## src/rtl/serial_subtractor.sv

```systemverilog
// serial_subtractor
//   Bit-serial unsigned subtractor computing diff = a - b (mod 2^WIDTH).
//   A start seen in IDLE captures both operands. RUN then retires one bit
//   per clock, LSB first. The result registers are loaded on the edge that
//   retires the MSB, and done pulses for one cycle (DONE) before the
//   machine returns to IDLE.
//
// Parameters
//   WIDTH  : operand/result width in bits (2..32)
//
// Ports
//   clk    : clock, rising-edge active
//   rst_n  : asynchronous active-low reset
//   start  : subtraction request, only honoured in IDLE
//   a, b   : minuend / subtrahend, captured on the accepted start edge
//   busy   : high while in RUN (decoded from state)
//   done   : one-cycle completion pulse
//   diff   : registered result a - b mod 2^WIDTH
//   borrow : registered final borrow (a < b unsigned)
//   zero   : registered flag, diff just produced is zero
module serial_subtractor #(
  parameter int unsigned WIDTH = 8
) (
  input  logic             clk,
  input  logic             rst_n,
  input  logic             start,
  input  logic [WIDTH-1:0] a,
  input  logic [WIDTH-1:0] b,
  output logic             busy,
  output logic             done,
  output logic [WIDTH-1:0] diff,
  output logic             borrow,
  output logic             zero
);

  localparam int unsigned    CW   = $clog2(WIDTH);
  localparam logic [CW-1:0]  LAST = CW'(WIDTH - 1);

  typedef enum logic [1:0] {
    S_IDLE,
    S_RUN,
    S_DONE
  } state_t;

  state_t           r_state;
  logic [WIDTH-1:0] r_a;
  logic [WIDTH-1:0] r_b;
  logic [WIDTH-1:0] r_res;
  logic             r_br;
  logic [CW-1:0]    r_cnt;
  logic             r_done;
  logic [WIDTH-1:0] r_diff;
  logic             r_borrow;
  logic             r_zero;

  logic             w_d;
  logic             w_br_next;
  logic             w_last;
  logic [WIDTH-1:0] w_res_next;

  // Full-subtractor cell on the current LSBs of the operand shifters.
  always_comb begin
    w_d        = r_a[0] ^ r_b[0] ^ r_br;
    w_br_next  = (~r_a[0] & r_b[0]) | (~(r_a[0] ^ r_b[0]) & r_br);
    w_last     = (r_cnt == LAST);
    // Result bits enter at the MSB, so after WIDTH shifts bit 0 sits at [0].
    w_res_next = {w_d, r_res[WIDTH-1:1]};
  end

  always_ff @(posedge clk or negedge rst_n) begin
    if (!rst_n) begin
      r_state  <= S_IDLE;
      r_a      <= '0;
      r_b      <= '0;
      r_res    <= '0;
      r_br     <= 1'b0;
      r_cnt    <= '0;
      r_done   <= 1'b0;
      r_diff   <= '0;
      r_borrow <= 1'b0;
      r_zero   <= 1'b0;
    end else begin
      r_done <= 1'b0;
      unique case (r_state)
        S_IDLE: begin
          if (start) begin
            r_a     <= a;
            r_b     <= b;
            r_br    <= 1'b0;
            r_cnt   <= '0;
            r_state <= S_RUN;
          end
        end
        S_RUN: begin
          r_a   <= r_a >> 1;
          r_b   <= r_b >> 1;
          r_res <= w_res_next;
          r_br  <= w_br_next;
          r_cnt <= r_cnt + 1'b1;
          if (w_last) begin
            r_state  <= S_DONE;
            r_done   <= 1'b1;
            r_diff   <= w_res_next;
            r_borrow <= w_br_next;
            r_zero   <= (w_res_next == '0);
          end
        end
        S_DONE: begin
          r_state <= S_IDLE;
        end
        default: begin
          r_state <= S_IDLE;
        end
      endcase
    end
  end

  assign busy   = (r_state == S_RUN);
  assign done   = r_done;
  assign diff   = r_diff;
  assign borrow = r_borrow;
  assign zero   = r_zero;

endmodule

```

## config.mk

```make
export PLATFORM = sky130hd
export DESIGN_NAME = serial_subtractor
export DESIGN_NICKNAME = d
export VERILOG_FILES = /design/src/rtl/serial_subtractor.sv
export SDC_FILE = /design/constraint.sdc
export NUM_CORES = 1
export LEC_CHECK = 0
export CAP_MARGIN = 40
export CORE_ASPECT_RATIO = 0.8
export CORE_MARGIN = 1.5
export CORE_UTILIZATION = 51
export CTS_CLUSTER_DIAMETER = 30
export DETAILED_ROUTE_END_ITERATION = 8
export GPL_ROUTABILITY_DRIVEN = 0
export PLACE_DENSITY = 0.85
export SKIP_CTS_REPAIR_TIMING = 1
export SLEW_MARGIN = 20
export SYNTH_ARGS = -nofsm -noshare
export SYNTH_HDL_FRONTEND = slang
export SYNTH_SLANG_ARGS = --single-unit
export TNS_END_PERCENT = 5
```

## constraint.sdc

```tcl
create_clock -name clk -period 1.9 [get_ports clk]
set_input_delay 0.285 -clock clk [delete_from_list [all_inputs] [get_ports clk]]
set_output_delay 0.285 -clock clk [all_outputs]
set_load 0.01 [all_outputs]
```

After elaboration in Yosys (flattened, before gate mapping)
Index checks and enable logic that the tools add are counted.
- $add $sub $neg: 1
- multipliers: 0
- div/mod/pow operators: 0
- $lt $le $gt $ge: 0
- eq/ne operators: 4
- shift-type cells: 0
- multiplexer cells: 13
- bitwise logic cells: 7
- reduce and logical (&&, ||, !) cells: 6
- operator list (operator ; count):
    $pmux 8 s2 ; 2
    $mux 8 ; 2
    $logic_not 8->1 ; 1
    $pmux 3 s2 ; 1
    $reduce_and 2->1 ; 3
    $mux 2 ; 2
    $pmux 2 s2 ; 1
    $add 3x1->3 const B ; 1
    $eq 3x3->1 const B ; 1
    $mux 1 ; 3
    $mux 3 ; 1
    $and 1x1->1 ; 2
    $eq 2x1->1 const B ; 1
    $logic_not 2->1 ; 1
    $ne 2x1->1 const B ; 1
    $ne 2x2->1 const B ; 1
    $not 1->1 ; 2
    $pmux 1 s2 ; 1
    $reduce_bool 2->1 ; 1
    $xor 1x1->1 ; 2
    $or 1x1->1 ; 1
- register bits after elaboration: 41
- latch bits: 0
- memory bits (writable): 0
- bits in read-only memories: 0
- output and inout port bits: 12
- logic and storage cells: 41
- memories kept: 0

Depth between registers and ports, before layout
Gate-level depths: netlist (run 1).
- depth after elaboration: 5
- gate-level depth with buffers: 6
- depth with buffers taken out: 5

Worst setup path before layout (run 1)
No wires, ideal clock.
- path type: flip-flop to flip-flop
- start: register r_cnt[0]
- end: register r_diff[4] (netlist: diff[4])
- library setup time: 125 ps
- arrival time: 1310 ps
- data required time: 1775 ps
- path slack: 465 ps
- cell stages (with the launch flop): 6
- clock period less this slack: 1435 ps
- cell sequence: dfrtp_1 -> ha_1 -> ha_1 -> nand3b_4 -> buf_6 -> mux2_4
- cells in the longest elaborated chain, start to end: 2
- ends and longest elaborated chain (element ; RTL line ; source):
    start, declared ; 50 ; logic [CW-1:0] r_cnt;
    start signal, assigned ; 99 ; r_cnt <= r_cnt + 1'b1;
    $eq 3x3->1 ; 65 ; w_last = (r_cnt == LAST);
    $reduce_and 2->1 (no source line) ; n/a ;
    end signal, assigned ; 103 ; r_diff <= w_res_next;
    end, declared ; 52 ; logic [WIDTH-1:0] r_diff;
Every way passes these cells.
A chain may end at the register's enable or synchronous reset.

Final worst setup path (run 1)
- start: register r_state[1]
- end: register r_a[5]
- cells in the longest elaborated chain, start to end: 3
- elaborated cells between the ends (all ways): 6
- those cells by class: eq/ne: 2; mux: 1; reduce/logical: 3
- ends and longest elaborated chain (element ; RTL line ; source):
    start, declared ; 45 ; state_t r_state;
    start signal, assigned ; 72 ; r_state <= S_IDLE;
    start signal, assigned ; 91 ; r_state <= S_RUN;
    start signal, assigned ; 101 ; r_state <= S_DONE;
    $eq 2x1->1 / $logic_not 2->1 (equally long branches) ; 84 ; unique case (r_state)
    $reduce_bool 2->1 (no source line) / $ne 2x2->1 (equally long branches) ; n/a ;
    $reduce_and 2->1 (no source line) ; n/a ;
    end signal, assigned ; 95 ; r_a <= r_a >> 1;
    end, declared ; 46 ; logic [WIDTH-1:0] r_a;
Several ways; a longest one is shown, not always the timed one.

==> reports/qor.tcl, run 1 <==
set qor(fin_ws_ns) 0.369
set qor(number_of_antenna_violations_at_the_first_check_in_global_routing) 0
set qor(row_count) 18
set qor(pwr-share-seq) 0.430
set qor(timing.critical_path.from_type) {flop}
set qor(hold_path_class) {input port to asynchronous set/reset pin}
set qor(p_comb_frac) 0.407
set qor(timing.critical_path.buf_inv) 3
set qor(cts_made_buffers) 5
set qor(cts_root_buf) {sky130_fd_sc_hd__clkbuf_8}
set qor(synthesis.yosys.warnings) 0
set qor(max_cap_violations) 0
set qor(worstSetupEndpointType) {flop}
set qor(netSwitchingPower_w) 0.00116
set qor(net_count_after_synthesis) 157
set qor(initial_utilization) 0.549
set qor(yosys.cell_count.top_type) {sky130_fd_sc_hd__dfrtp_1}
set qor(maximum_achievable_frequency_ghz) 0.653
set qor(postSynthRegisterBits) 40
set qor(asyncSetResetFlopFracSynth) 1.00
set qor(finalSetupViolCount) 0
set qor(critical_path_required_ns) 2.08
set qor(route.detailed.vias_per_inst) 5.26
set qor(timing.critical_path.arrival_ns) 1.71
set qor(h-tree-depth) 2
set qor(final_layout_size_suffix_gt1_frac) 0.206
set qor(power_leakage_nw) 1.03
set qor(drt-pass1-iter-count) 4
set qor(drt_iter0_drc) 55
set qor(number_of_enable_flip_flop_cells_after_synthesis) 0
set qor(fp.coreArea_um2) 3180
set qor(antenna_left) 0
set qor(dp_slack_ns) 0.306
set qor(via_count_of_the_first_global_routing_pass) 1154
set qor(rsz0062_at_grt) {false}
set qor(fp.dieH_um) 55.3
set qor(internal_power_w) 0.00232
set qor(synth_cells) 135
set qor(cts_tree) {built}
set qor(die_area_um2) 3780
set qor(pwr_density_cell_nw_per_um2) 1610
set qor(yosysTopAreaCell) {sky130_fd_sc_hd__dfrtp_1}
set qor(gr-total-overflow) 0
set qor(critPathTopFamily) {buffers and inverters}
set qor(synth_area_leaders) {sky130_fd_sc_hd__dfrtp_1 (57%), sky130_fd_sc_hd__mux2i_1 (8.0%), sky130_fd_sc_hd__mux2_2 (7.1%), sky130_fd_sc_hd__nand2_1 (4.3%), sky130_fd_sc_hd__o21ai_1 (3.7%)}
set qor(finalClockSkew_ns) 0.00586
set qor(insertion_delay_ns) 0.29
set qor(yosys.cell_types.count) 26
set qor(groute.layer.met2.usage) 0.276
set qor(globalRouteMet3Util) 0.0448
set qor(grt_pass1_wl_um) 5170
set qor(syn-cell-area_um2) 1740
set qor(synth_common_cells) {sky130_fd_sc_hd__dfrtp_1 (40), sky130_fd_sc_hd__nand2_1 (20), sky130_fd_sc_hd__mux2i_1 (14)}
set qor(vias) 1104
set qor(clock-sinks) 40
set qor(hpwl_after_detailed_placement_um) 2230
set qor(final_net_count) 191
set qor(worst_ir_drop_vdd_uv) 891
set qor(post_dp_cell_area_um2) 2060
set qor(fp.dieW_um) 68.4
set qor(portBuffers) 30
set qor(final_period_minus_worst_setup_slack_ns) 1.53
set qor(detail_route.wl_per_cell_um) 15.0
set qor(drc) 0
set qor(grt_start_max_net_pins) 41
set qor(hold_viol_final) 0
set qor(classification_of_the_worst_setup_path) {flop to flop}
set qor(ant_diodes) 0
set qor(cp_slowest_cell) {sky130_fd_sc_hd__dfrtp_1}
set qor(track_usage) 0.187
set qor(synth_sequential_area_ratio) 0.574
set qor(timing.critical_path.slowest_cell_delay_ns) 0.44
set qor(average_instance_area_after_synthesis_um2) 12.9
set qor(clockBufferDepth) 2
set qor(drt-total-wl_um) 3150
set qor(worst-slew-pin-transition_ns) 0.504
set qor(ys.flop_type) {sky130_fd_sc_hd__dfrtp_1}
set qor(number_of_pins_with_negative_max_slew_slack_in_the_final_report) 0
set qor(hold_ws_ns) 0.0447
set qor(outcome) {finished, final reports clean}
set qor(global_route.peak_usage_layer) {met2}
set qor(clock_transition_at_path_regs_ns) 0.07
set qor(critical_path_peak_fanout) 14
set qor(postLayoutCellArea_um2) 2150
set qor(floorplan.io_pins) 31
set qor(met1_usage) 0.249
set qor(fin_crit_sh) 0.806
set qor(share_clk_of_total_power) 0.163
set qor(syn_to_final_growth_pct) 23.5
set qor(sw_frac_of_total) 0.332
set qor(netlist.area_leader.share) 0.574
set qor(timing.critical_path.cells) {inv_2 > nand2_4 > inv_4 > buf_4 > mux2i_1 > o21ai_1}
set qor(maxSlewHeadroom) 0.664
area by class of cell:
type                       instances  area (um^2)
tap                               40         50.0
clock inverter                     2         10.0
fill                             223         1020
multi-input combinational         83          652
clock buffer                       6         82.6
inverter                           6         25.0
timing repair buffer              33          333
sequential                        40         1000
worst paths after layout:
check                           start          to  slack (ns)  cells after the start
max                        r_state[1]      r_a[5]        0.37                      6
min in group clk               borrow      borrow        0.49                      2
min reg2reg                    borrow      borrow        0.49                      2
min                             rst_n      r_b[2]        0.04                      2
max reg2reg                r_state[1]      r_a[5]        0.37                      6
max in group asynchronous       rst_n  r_state[0]        1.48                      2
per-stage QoR:
step / power [W] / setup TNS [ns] / utilization / std cells
floorplan: 0.00248 / 0 / - / 135
global placement: 0.00283 / 0 / 0.648 / 202
detailed placement: 0.00294 / 0 / 0.648 / 202
CTS: 0.00351 / -0.0164 / 0.677 / 210
global route: 0.00373 / 0 / 0.678 / 210
finish: 0.00348 / 0 / 0.678 / 210
layer usage:
layer  vias to the layer above  wire [um]
met2                        34       1490
met3                        11        135
met4                         0        102
met1                       520       1430
met5                         -          0
li1                        539          -
registers in the layout, indices dropped and copies added (netlist names), 2 cells and up:
register / flops
r_a: 8
r_res: 7
r_cnt: 3
r_b: 8
r_state: 2
diff: 8
logic make-up after synthesis:
| family | count (synthesis) | share of synthesized area |
|---|---|---|
| mux | 29 | 0.186 |
| compound gates | 25 | 0.0854 |
| flops | 40 | 0.574 |
| simple gates | 26 | 0.0768 |
| fa+ha+maj | 3 | 0.0258 |
| buf+inv | 12 | 0.0524 |
layout by cell type (no fill, tap or decap), types with 2 or more instances in the layout:
master and n:
sky130_fd_sc_hd__a22o_1 2, sky130_fd_sc_hd__o21ai_0 5, sky130_fd_sc_hd__nor4_1 2, sky130_fd_sc_hd__nand2_1 20, sky130_fd_sc_hd__buf_4 2, sky130_fd_sc_hd__mux2_2 11, sky130_fd_sc_hd__clkbuf_8 6, sky130_fd_sc_hd__dfrtp_1 39
sky130_fd_sc_hd__clkinv_2 2, sky130_fd_sc_hd__ha_1 2, sky130_fd_sc_hd__o21ai_1 13, sky130_fd_sc_hd__inv_1 4, sky130_fd_sc_hd__clkdlybuf4s50_1 28, sky130_fd_sc_hd__mux2_4 4, sky130_fd_sc_hd__mux2i_1 14
power groups by stage:
stage          logic, W  registers [W]  clock network, W
2_1_floorplan  0.000993        0.00149                 0
3_3_place_gp    0.00136        0.00148                 0
3_5_place_dp    0.00143        0.00151                 0
4_1_cts         0.00144        0.00149          0.000583
5_1_grt         0.00156        0.00154          0.000624
6_report        0.00142        0.00150          0.000568
Note: power is estimated with default switching activity, not from simulation.
==> run 2: changes to the inputs <==
Settings changed: CORE_UTILIZATION 51 to 46, PLACE_DENSITY 0.85 to 0.81.
Clock period 1.9 ns to 1.35 ns, I/O delays scaled along.
==> reports/qor.tcl, run 2 (synthesis results as in run 1) <==
set qor(clockBufferDepth) 2
set qor(critical_path_depth) 4
set qor(reg2regPathDepth) 4
set qor(area.sequential_um2) 1000
set qor(vias) 1181
set qor(number_of_pins_with_negative_max_slew_slack_in_the_final_report) 0
set qor(filler_cell_count) 255
set qor(violations_in_the_final_reports) {negative setup slack}
set qor(floorplan.io_pins) 31
set qor(maxSlewHeadroom) 0.762
set qor(classification_of_the_worst_setup_path) {flop to flop}
set qor(final-instance-count-excl-fill) 227
set qor(outcome) {finished with violations}
set qor(pwr_density_cell_nw_per_um2) 2260
set qor(rsz0062_at_grt) {true}
set qor(grt_start_max_net_pins) 19
set qor(timing.critical_path.arrival_ns) 1.73
set qor(drt-total-wl_um) 3460
set qor(h-tree-depth) 2
set qor(critical_path_peak_fanout) 2
set qor(clock-sinks) 40
set qor(drt_iter0_drc) 36
set qor(initial_utilization) 0.496
set qor(postLayoutCellArea_um2) 2330
set qor(number_of_antenna_violations_at_the_first_check_in_global_routing) 0
set qor(cts_made_buffers) 5
set qor(fp.dieH_um) 58.1
set qor(clock_transition_at_path_regs_ns) 0.08
set qor(fp.dieW_um) 71.8
set qor(r2r-end) {zero}
set qor(drc) 0
set qor(worst-slew-pin-transition_ns) 0.354
set qor(dp.cells) 218
set qor(ant_diodes) 0
set qor(crit_start) {r_a[0]}
set qor(route.detailed.vias_per_inst) 5.20
set qor(met1Wirelength_um) 1550
set qor(detail_route.wl_per_cell_um) 15.2
set qor(setup.reg_to_reg.worst_slack_ns) -0.15
set qor(cts_root_buf) {sky130_fd_sc_hd__clkbuf_8}
set qor(final_period_minus_worst_setup_slack_ns) 1.50
set qor(cp_slowest_cell) {sky130_fd_sc_hd__fa_1}
set qor(total_power_w) 0.00528
set qor(power_leakage_nw) 1.24
set qor(insertion_delay_ns) 0.30
set qor(multi_input_area_um2) 674
set qor(hold_viol_final) 0
set qor(antenna_left) 0
set qor(drt-pass1-iter-count) 6
set qor(portBuffers) 30
set qor(row_count) 19
set qor(rr_startpoint) {r_a[0]}
set qor(hpwl_after_detailed_placement_um) 2530
set qor(finalClockSkew_ns) 0.00554
set qor(max_cap_violations) 0
set qor(via_count_of_the_first_global_routing_pass) 1297
set qor(fp.coreArea_um2) 3520
set qor(finalSetupViolCount) 11
set qor(detailroute.wirelength.met2_um) 1680
set qor(maximum_achievable_frequency_ghz) 0.665
set qor(post_dp_cell_area_um2) 2170
set qor(critPathTopFamily) {adder cells}
set qor(met3_length_um) 173
set qor(timing.critical_path.from_type) {flop}
set qor(worst_ir_drop_vdd_uv) 1290
set qor(final_common_cell) {sky130_fd_sc_hd__dfrtp_1}
set qor(cts_tree) {built}
set qor(route.top_layer_used) {met4}
set qor(track_usage) 0.191
set qor(final_net_count) 206
set qor(timing.critical_path.cells) {fa_1 > nor4_1 > nand2_1 > o21ai_0}
set qor(hold_path_class) {input port to asynchronous set/reset pin}
set qor(critical_path_required_ns) 1.57
set qor(fin_crit_sh) 1.11
set qor(timing.critical_path.slowest_cell_delay_ns) 0.49
set qor(syn_to_final_growth_pct) 33.9
set qor(worstSetupEndpointType) {flop}
set qor(layout.cells.most_common_list) {sky130_fd_sc_hd__dfrtp_1 (40), sky130_fd_sc_hd__nand2_1 (20), sky130_fd_sc_hd__clkdlybuf4s50_1 (17)}
set qor(crit_path_end) {zero}
set qor(timing.critical_path.buf_inv) 0
set qor(die_area_um2) 4170
set qor(fin_ws_ns) -0.155
set qor(grt_pass1_wl_um) 5870
set qor(final_layout_size_suffix_gt1_frac) 0.265
set qor(gr-total-overflow) 0
run 2: changes by cell type in the layout (fill, tap and decap cells not counted), sizes merged:
cell,change
clkbuf,-1
dlymetal6s2s,+11
clkinvlp,+1
dlygate4sd3,+1
clkdlybuf4s50,-11
clkinv,-1
bufinv,+1
buf,+14
run 2: how the worst min path moves through the flow:
stage	depth (start not counted)	slack, ns	start	endpoint
2_1_floorplan	0	-0.09	rst_n	borrow
3_3_place_gp	1	0.08	rst_n	r_b[2]
3_5_place_dp	1	0.09	rst_n	r_b[1]
4_1_cts	1	-0.24	rst_n	r_b[0]
5_1_grt	2	0.33	rst_n	r_b[1]
6_report	2	0.31	rst_n	r_b[1]
run 2: metrics by stage:
stage	hold WS (ns)	worst slack (ns)	TNS [ns]	utilization
2_1_floorplan	-0.0931	-0.00856	-0.0415	-
3_3_place_gp	0.0808	-0.0425	-0.198	0.616
3_5_place_dp	0.0855	-0.161	-0.734	0.616
4_1_cts	-0.237	-0.305	-1.74	0.648
5_1_grt	0.329	-0.231	-1.28	0.664
6_report	0.308	-0.155	-0.716	0.664
run 2: per-layer routing:
metal  vias up  track usage
li1        560            -
met1       583        0.224
met2        31        0.321
met3         7       0.0713
met4         0       0.0728
met5         -            0
run 2: where the power goes:
group / internal, W / leakage (nW) / switching [W]
combinational: 0.00127 / 0.684 / 0.000928
sequential: 0.00174 / 0.497 / 0.000366
clock: 0.000547 / 0.0541 / 0.000427
total: 0.00356 / 1.24 / 0.00172
run 2: layout make-up:
type,instances,area share
Multi-Input combinational cell,83,0.289
Sequential cell,40,0.429
Clock inverter,3,0.0182
Timing Repair Buffer,48,0.202
Inverter,6,0.0107
Clock buffer,5,0.0295
Tap cell,42,0.0225
==> run 3: changes to the inputs <==
Settings changed: CORE_MARGIN 1.5 to default, REMOVE_ABC_BUFFERS from default to 1.
==> reports/qor.tcl, run 3 (synthesis results as in run 1) <==
set qor(worst-slew-pin-transition_ns) 0.323
set qor(fin_ws_ns) -0.141
set qor(worst_ir_drop_vdd_uv) 1260
set qor(filler_cell_count) 282
set qor(final_net_count) 201
set qor(layout.cells.most_common_list) {sky130_fd_sc_hd__dfrtp_1 (40), sky130_fd_sc_hd__nand2_1 (20), sky130_fd_sc_hd__clkdlybuf4s50_1 (17)}
set qor(timing.critical_path.from_type) {flop}
set qor(ant_diodes) 0
set qor(timing.critical_path.arrival_ns) 1.70
set qor(route.detailed.vias_per_inst) 5.13
set qor(outcome) {finished with violations}
set qor(floorplan.io_pins) 31
set qor(cts_made_buffers) 5
set qor(die_area_um2) 4040
set qor(syn_to_final_growth_pct) 30.6
set qor(gr-total-overflow) 0
set qor(number_of_pins_with_negative_max_slew_slack_in_the_final_report) 0
set qor(insertion_delay_ns) 0.29
set qor(track_usage) 0.182
set qor(number_of_antenna_violations_at_the_first_check_in_global_routing) 0
set qor(fp.dieH_um) 57.1
set qor(max_cap_violations) 0
set qor(hpwl_after_detailed_placement_um) 2290
set qor(maxSlewHeadroom) 0.783
set qor(drt-pass1-iter-count) 6
set qor(dp.cells) 213
set qor(portBuffers) 30
set qor(total_power_w) 0.00499
set qor(classification_of_the_worst_setup_path) {flop to flop}
set qor(fin_crit_sh) 1.10
set qor(grt_start_max_net_pins) 41
set qor(drc) 0
set qor(cts_tree) {built}
set qor(postLayoutCellArea_um2) 2280
set qor(row_count) 19
set qor(power_leakage_nw) 1.21
set qor(detail_route.wl_per_cell_um) 14.1
set qor(worstSetupEndpointType) {flop}
set qor(clock-sinks) 40
set qor(final_layout_size_suffix_gt1_frac) 0.244
set qor(finalSetupViolCount) 10
set qor(cts_root_buf) {sky130_fd_sc_hd__clkbuf_8}
set qor(finalClockSkew_ns) 0.00723
set qor(hold_path_class) {input port to asynchronous set/reset pin}
set qor(drt-total-wl_um) 3130
set qor(vias) 1138
set qor(clock_transition_at_path_regs_ns) 0.08
set qor(post_dp_cell_area_um2) 2130
set qor(antenna_left) 0
set qor(pwr_density_cell_nw_per_um2) 2190
set qor(rsz0062_at_grt) {true}
set qor(fp.dieW_um) 70.8
set qor(initial_utilization) 0.496
set qor(final_common_cell) {sky130_fd_sc_hd__dfrtp_1}
set qor(final_period_minus_worst_setup_slack_ns) 1.49
set qor(via_count_of_the_first_global_routing_pass) 1215
set qor(drt_iter0_drc) 37
set qor(critical_path_peak_fanout) 3
set qor(final-instance-count-excl-fill) 222
set qor(clockBufferDepth) 2
set qor(hold_viol_final) 0
set qor(maximum_achievable_frequency_ghz) 0.671
set qor(violations_in_the_final_reports) {negative setup slack}
set qor(fp.coreArea_um2) 3520
set qor(h-tree-depth) 2
set qor(critical_path_required_ns) 1.56
set qor(grt_pass1_wl_um) 5570
## run 3: cell count changes in the layout (fill, tap and decap cells not counted), sizes merged
cell	before	now
clkinv	1	0
clkbuf	5	8
clkinvlp	1	0
buf	18	13
bufinv	1	0
## run 3: per-stage QoR
stage / setup TNS, ns / hold slack (ns) / setup slack, ns / utilization
2_1_floorplan: -3.41 / -0.0931 / -0.163 / -
3_3_place_gp: -0.678 / 0.180 / -0.0916 / 0.605
3_5_place_dp: -1.22 / 0.187 / -0.151 / 0.605
4_1_cts: -2.10 / -0.123 / -0.334 / 0.631
5_1_grt: -1.50 / 0.438 / -0.251 / 0.648
6_report: -0.774 / 0.408 / -0.141 / 0.648
## run 3: final cells by class
class / count / area (um^2) / area share
Sequential cell: 40 / 1000 / 0.439
Tap cell: 42 / 52.6 / 0.0231
Multi-Input combinational cell: 83 / 664 / 0.292
Inverter: 6 / 25.0 / 0.0110
Clock buffer: 8 / 90.1 / 0.0395
Timing Repair Buffer: 43 / 445 / 0.195
## run 3: final timing paths
kind	startpoint	endpoint	slack, ns	cells past startpoint
setup / recovery	r_a[0]	zero	-0.14	4
hold / removal	rst_n	r_b[4]	0.41	3
setup reg to reg	r_a[0]	zero	-0.14	4
hold reg to reg	r_b[1]	r_b[1]	0.49	2
max in group asynchronous	rst_n	r_res[3]	0.74	3
min in group clk	r_b[1]	r_b[1]	0.49	2
## run 3: per-layer routing
layer / up-vias / part of all wire / GRT usage
met3: 2 / 0.053 / 0.0707
met5: - / 0 / 0
li1: 558 / - / -
met1: 548 / 0.46 / 0.236
met4: 0 / 0.0013 / 0.0343
met2: 30 / 0.49 / 0.295
## run 3: worst max-delay path, stage by stage (launching register included)
cell                      delay [ns]
sky130_fd_sc_hd__dfrtp_1        0.41
sky130_fd_sc_hd__fa_1           0.54
sky130_fd_sc_hd__nor4_2         0.25
sky130_fd_sc_hd__nand2_1        0.07
sky130_fd_sc_hd__o21ai_0        0.14
## run 3: power breakdown
group	internal [W]	switching [W]	leakage (nW)	total, W
clock network	0.000417	0.000388	0.0455	0.000805
logic	0.00118	0.000906	0.663	0.00209
registers	0.00174	0.000351	0.497	0.00209
